<file path="config.mk">
export PLATFORM = sky130hd
export DESIGN_NAME = mem_req_arbiter
export DESIGN_NICKNAME = d
export VERILOG_FILES = /design/src/rtl/mem_req_arbiter.sv
export SDC_FILE = /design/constraint.sdc
export NUM_CORES = 1
export LEC_CHECK = 0
export ABC_CLOCK_PERIOD_IN_PS = 3340
export BUFFER_PORTS_ARGS = -buffer_cell sky130_fd_sc_hd__buf_2
export CAP_MARGIN = 5
export CORE_AREA = 2 2 113 115
export CTS_BUF_LIST = sky130_fd_sc_hd__clkbuf_8
export DETAILED_ROUTE_END_ITERATION = 16
export DIE_AREA = 0 0 115 117
export PLACE_DENSITY_LB_ADDON = 0.12
export SYNTH_ARGS = -nofsm -noshare
export SYNTH_HDL_FRONTEND = slang
export SYNTH_SLANG_ARGS = --single-unit
</file>
<file path="constraint.sdc">
create_clock -name clk -period 3.34 [get_ports clk]
set_input_delay 0.501 -clock clk [delete_from_list [all_inputs] [get_ports clk]]
set_output_delay 0.501 -clock clk [all_outputs]
set_load 0.05 [all_outputs]
</file>
<file path="src/rtl/mem_req_arbiter.sv">
// mem_req_arbiter: round-robin arbiter of NUM_CH sram-like channels onto one memory port with in-order response routing
module mem_req_arbiter #(
  parameter int NUM_CH    = 2,
  parameter int ADDR_W    = 32,
  parameter int DATA_W    = 32,
  parameter int MAX_OUTST = 4
) (
  input  logic                       clk,
  input  logic                       resetn,
  input  logic [NUM_CH-1:0]          ch_req,
  input  logic [NUM_CH-1:0]          ch_wr,
  input  logic [2*NUM_CH-1:0]        ch_size,
  input  logic [NUM_CH*DATA_W/8-1:0] ch_wstrb,
  input  logic [NUM_CH*ADDR_W-1:0]   ch_addr,
  input  logic [NUM_CH*DATA_W-1:0]   ch_wdata,
  output logic [NUM_CH-1:0]          ch_addr_ok,
  output logic [NUM_CH-1:0]          ch_data_ok,
  output logic [DATA_W-1:0]          ch_rdata,
  output logic                       mem_req,
  output logic                       mem_wr,
  output logic [1:0]                 mem_size,
  output logic [DATA_W/8-1:0]        mem_wstrb,
  output logic [ADDR_W-1:0]          mem_addr,
  output logic [DATA_W-1:0]          mem_wdata,
  input  logic                       mem_addr_ok,
  input  logic                       mem_data_ok,
  input  logic [DATA_W-1:0]          mem_rdata,
  output logic                       resp_err
);
  localparam int SW = DATA_W / 8;
  localparam int IW = (NUM_CH > 1) ? $clog2(NUM_CH) : 1;
  localparam int PW = $clog2(MAX_OUTST);
  localparam int CW = PW + 1;

  typedef enum logic {ARB, LOCK} state_t;

  state_t            r_state;
  logic [IW-1:0]     r_lock_ch;
  logic [IW-1:0]     r_rr;
  logic [IW-1:0]     r_tag [MAX_OUTST];
  logic [PW-1:0]     r_wp;
  logic [PW-1:0]     r_rp;
  logic [CW-1:0]     r_cnt;
  logic              r_resp_err;

  logic [IW-1:0]     w_arb_gnt;
  logic [IW-1:0]     w_gnt;
  logic              w_full;
  logic              w_accept;
  logic              w_pop;
  logic [1:0]        w_size_a  [NUM_CH];
  logic [SW-1:0]     w_strb_a  [NUM_CH];
  logic [ADDR_W-1:0] w_addr_a  [NUM_CH];
  logic [DATA_W-1:0] w_wdata_a [NUM_CH];

  // Round robin: lowest requesting channel at or after r_rr wins, else lowest below it
  always_comb begin
    w_arb_gnt = '0;
    for (int c = NUM_CH - 1; c >= 0; c--)
      if (ch_req[c] && c < int'(r_rr)) w_arb_gnt = IW'(c);
    for (int c = NUM_CH - 1; c >= 0; c--)
      if (ch_req[c] && c >= int'(r_rr)) w_arb_gnt = IW'(c);
  end

  // Unpack the flat per-channel request buses into indexable arrays
  always_comb begin
    for (int c = 0; c < NUM_CH; c++) begin
      w_size_a[c]  = ch_size[2*c +: 2];
      w_strb_a[c]  = ch_wstrb[c*SW +: SW];
      w_addr_a[c]  = ch_addr[c*ADDR_W +: ADDR_W];
      w_wdata_a[c] = ch_wdata[c*DATA_W +: DATA_W];
    end
  end

  assign w_gnt    = (r_state == LOCK) ? r_lock_ch : w_arb_gnt;
  assign w_full   = r_cnt == CW'(MAX_OUTST);
  // Outputs are gated by resetn so they drop immediately when reset asserts
  assign mem_req  = resetn & ((r_state == LOCK) | (|ch_req & ~w_full));
  assign w_accept = mem_req & mem_addr_ok;
  assign w_pop    = resetn & mem_data_ok & (r_cnt != '0);

  assign mem_wr    = ch_wr[w_gnt];
  assign mem_size  = w_size_a[w_gnt];
  assign mem_wstrb = w_strb_a[w_gnt];
  assign mem_addr  = w_addr_a[w_gnt];
  assign mem_wdata = w_wdata_a[w_gnt];
  assign ch_rdata  = mem_rdata;
  assign resp_err  = r_resp_err;

  // One-hot acknowledge of the granted channel and of the channel at the FIFO head
  always_comb begin
    ch_addr_ok = '0;
    ch_data_ok = '0;
    if (w_accept) ch_addr_ok[w_gnt] = 1'b1;
    if (w_pop) ch_data_ok[r_tag[r_rp]] = 1'b1;
  end

  // Arbitration FSM: a refused request freezes the grant until memory accepts it
  always_ff @(posedge clk or negedge resetn) begin
    if (!resetn) begin
      r_state   <= ARB;
      r_lock_ch <= '0;
      r_rr      <= '0;
    end else begin
      if (w_accept) r_rr <= (w_gnt == IW'(NUM_CH - 1)) ? '0 : w_gnt + 1'b1;
      case (r_state)
        ARB: if (mem_req && !mem_addr_ok) begin
          r_state   <= LOCK;
          r_lock_ch <= w_arb_gnt;
        end
        LOCK: if (mem_addr_ok) r_state <= ARB;
        default: r_state <= ARB;
      endcase
    end
  end

  // Tag FIFO of issuing channel ids, popped as in-order responses return
  always_ff @(posedge clk or negedge resetn) begin
    if (!resetn) begin
      r_wp  <= '0;
      r_rp  <= '0;
      r_cnt <= '0;
      for (int i = 0; i < MAX_OUTST; i++) r_tag[i] <= '0;
    end else begin
      if (w_accept) begin
        r_tag[r_wp] <= w_gnt;
        r_wp        <= r_wp + 1'b1;
      end
      if (w_pop) r_rp <= r_rp + 1'b1;
      r_cnt <= r_cnt + CW'(w_accept) - CW'(w_pop);
    end
  end

  // Sticky flag for a response arriving with nothing outstanding
  always_ff @(posedge clk or negedge resetn) begin
    if (!resetn) r_resp_err <= 1'b0;
    else if (mem_data_ok && r_cnt == '0) r_resp_err <= 1'b1;
  end
endmodule

</file>
Word-level counts from Yosys, hierarchy flattened --
Cells that the tools add are included.
Operators by class: add/sub/neg operators 5, magnitude comparators 9, equality and inequality tests 1, muxes and demuxes 33, bitwise operators 11, reductions and logical operators 11
Operator list (number):
- $mux 32 | 6
- $mux 1 | 13
- $mux 4 | 3
- $mux 2 | 5
- $ge 3x3->1 const B | 2
- $logic_and 1x1->1 | 6
- $not 2->3 | 2
- $and 1x1->1 | 5
- $add 2x1->2 const B | 2
- $bwmux 4 | 1
- $lt 1x2->1 const B | 2
- $add 3x1->3 | 1
- $eq 3x3->1 const B | 1
- $logic_not 3->1 | 1
- $lt 3x1->1 const B | 1
- $reduce_bool 3->1 | 1
- $sub 3x1->3 | 1
- $bmux 1 s2 | 1
- $demux 1 s1 | 2
- $demux 1 s2 | 1
- $ge 1x1->1 const B | 2
- $ge 2x2->1 const B | 1
- $not 1->1 | 2
- $not 1->2 | 1
- other kinds (7) | 7
Word-level totals: flip-flop bits (word level) 15, bits of input ports 180, output and inout bits 109

Depth between registers and ports, before layout --
word-level depth 9, depth in mapped cells 10, depth with buffers taken out 10

Worst setup path before layout --
No wires, ideal clock.
kind reg-to-output, start reg r_state, end out mem_req, data arrival time 1.829 ns, required time 2.839 ns, slack 1.010 ns, cell stages (with the launch flop) 3, path buffers 0, path through dfrtp_1 -> nor3_2 -> nor3b_1
On the way: word-level cells in the longest chain between the ends 2
Ends and longest elaborated chain:
- from (decl) | line 37 | state_t r_state;
- from (signal assigned) | line 101 | r_state <= ARB;
- from (signal assigned) | line 108 | r_state <= LOCK;
- from (signal assigned) | line 111 | LOCK: if (mem_addr_ok) r_state <= ARB;
- $or 1x1->1 | line 78 | assign mem_req = resetn & ((r_state == LOCK) | (|ch_req & ~w_full));
- $and 1x1->1 | line 78
- to (decl) | line 19 | output logic mem_req,
No other way between the ends.

Worst setup path after layout --
start reg r_state, end out mem_addr[21]
On the way: word-level cells in the longest chain between the ends 5
Ends and longest elaborated chain:
- $mux 1 | line 75 | assign w_gnt = (r_state == LOCK) ? r_lock_ch : w_arb_gnt;
- $not 1->2 (not written as such) | line 85 | assign mem_addr = w_addr_a[w_gnt];
- $mux 32 (not written as such) (3 in series) | line 85
- to (decl) | line 23 | output logic [ADDR_W-1:0] mem_addr,
No other way between the ends. The select of a mux whose other input is x is not followed.

==> metrics.txt <==
Yosys reg bits=15; die area=13500 um^2; ANT cells=0; Mean Syn Cell Area=10.9 um^2; critical path class=flop to output port; cell taking the most area after synthesis=mux2_2; CTS buffer count=3; critical path launch point=r_state; number of top-level pins=289; global-route wire length before repair=11900 um; met3 usage=0.0499; P&R area growth vs syn=55.8%; clock latency on the worst-skew pair=250 ps; CTS root buf=clkbuf_8; Ys Warns=0; Vias/cell=4.01; Post-synth top flop=dfrtp_1; initial core utilization=0.159; Synth Area in XOR/XNOR=0.0224; clock sink count=15; PostCTS Resize Cnt=0; crit path DAT=about 2200 ps; FF-to-FF setup slack=850 ps; met1 usage=0.155; TNS Setup=0 ps; cell count after synthesis=180; gr usage total=0.119; Synth Area in Adders=0.0486; number of global-route vias before repair=2177; DRC=0; post-DP HPWL=7550 um; final setup fails=0; Port Buf Inserts=224; max cap viols=0; ys async rst share=1.00; synthesized cell area=1960 um^2; Tcrit/Tclk final=0.799; Relative slew margins=0.648; RR Startpoint=r_state; num rows=just over 40; post-synthesis mux area share=0.454; CTS hold repair buffers=0; Leak Pwr=approximately 0.0016 uW; share of the yosys chip area belonging to registers=0.192; RePlAce Congestion=0.723; highest-count cells in the layout ignoring fill and taps=buf_2, mux2_2, dfrtp_1; grt ovf=0; Tightest Hold Check Type=primary input to asynchronous set/reset pin; Worst VDD drop=between 200 and 300 uV; Placed Instances=520; critical path launch point type=flop; die height=around 120 um; Clock Skews=5.67 ps; post-synth top area share=0.368; worst-path maximum fanout=43; Vias=2100; crit path time final=approximately 2700 ps; fmax=375 MHz; Max clock buf depth=2; htree depth=1; Fillers=approximately 1400; initial drt markers=59; met2 usage=0.190; post-synthesis compound-gate area fraction=0.0358; Final #Nets=between 500 and 600; actual slew at the worst max-slew pin=515 ps; Post-synth EDFFs=0; clk slew on worst S/H paths=70 ps; routed len/inst=16.2 um; Critical Path End Type=output port; Final ANT Viol Nets=0; ratio of cells with drive above 1 in the final layout=0.813; Chip Width=115 um; commonest non-fill, non-tap cell in the layout=buf_2; 1st-pass router iterations=4; Distinct cells, synth=29; Mapped Nets=approximately 370; Slew Limit Fails=0; RSZ-0062 raised after global routing=no; CTS tree=yes; drt total wl=between 8000 and 9000 um; largest family of logic cells by synthesized area=multiplexers; final core utilization=0.248; final hold vios=0; Crit path required time=2840 ps; postcts setup bufs=0; largest net degree at the start of global routing=44; core area=12300 um^2; Final Instance Count excl. Fillers=524; pwr/cell area=~670 nW/um^2; Synth area leaders=mux2_2, dfrtp_1, buf_4, mux2_1, ha_1; status=finished clean; GRT Max-Usage Layer=met2; initial antenna violation count=0; simple-gate share of the synthesized area=0.0767
worst max-delay path, cell delays in order (launching register included):
cell,delay (ps)
dfrtp_1,480
o31ai_4,310
buf_4,480
mux2_2,400
buf_2,210
sequential cells by signal, summed over array words and instances, names as in the netlist:
| name | flops |
|---|---|
| r_rp | 2 |
| r_tag | 4 |
| r_state | 1 |
| r_cnt | 3 |
| resp_err | 1 |
| r_rr | 1 |
| r_lock_ch | 1 |
| r_wp | 2 |
routing by layer:
layer  part of all wire  vias up
met1               0.44      962
met3               0.13        2
li1                   -      995
met5                  0        -
met4             0.0018        0
met2               0.43      141
cell type report:
cell class                      count  area, um^2  share of cell area
Clock buffer                        3        41.3              0.0135
Clock inverter                      1        5.00             0.00164
Inverter                            7        26.3             0.00861
Multi-Input combinational cell    118        1250               0.409
Sequential cell                    15         375               0.123
Tap cell                          150         188              0.0615
Timing Repair Buffer              230        1170               0.382
synth_stat cells, drive strengths merged (2+ instances only):
library cell,number
nand2,3
buf,40
nor3,3
xnor2,4
and2,2
mux2,77
o31ai,2
nor4b,5
nor2,4
dfrtp,15
inv,7
ha,6
where the power goes:
part / internal [uW] / switching [uW]
Combinational: 526 / 1020
Sequential: 269 / 90.0
Clock: 82.7 / 70.6
Total: 878 / 1180
logic make-up after synthesis:
family	after synthesis
flip-flops	15
XOR/XNOR	5
buffers and inverters	47
AO/OA/AOI/OAI	7
AND/OR/NAND/NOR	21
multiplexers	78
adder cells (fa/ha/maj)	7
worst paths after layout:
| kind | depth (start not counted) | end |
|---|---|---|
| worst max-delay path | 4 | mem_addr[21] |
| worst min-delay path | 2 | r_cnt[0] |
| worst max register to register | 10 | r_cnt[2] |
| worst min register to register | 1 | resp_err |
| max in group asynchronous | 2 | r_tag[0] |
| min in group clk | 1 | resp_err |
stage by stage:
step	area [um^2]	total power [uW]	setup WS [ps]	hold WS, ps
2_1_floorplan	1960	1680	1010	205
3_5_place_dp	3000	1930	677	447
6_report	3050	2050	673	215
4_1_cts	3050	2090	635	229
3_3_place_gp	3000	1920	706	445
5_1_grt	3050	2200	514	235
No activity file was read; power rests on OpenSTA's default activity.
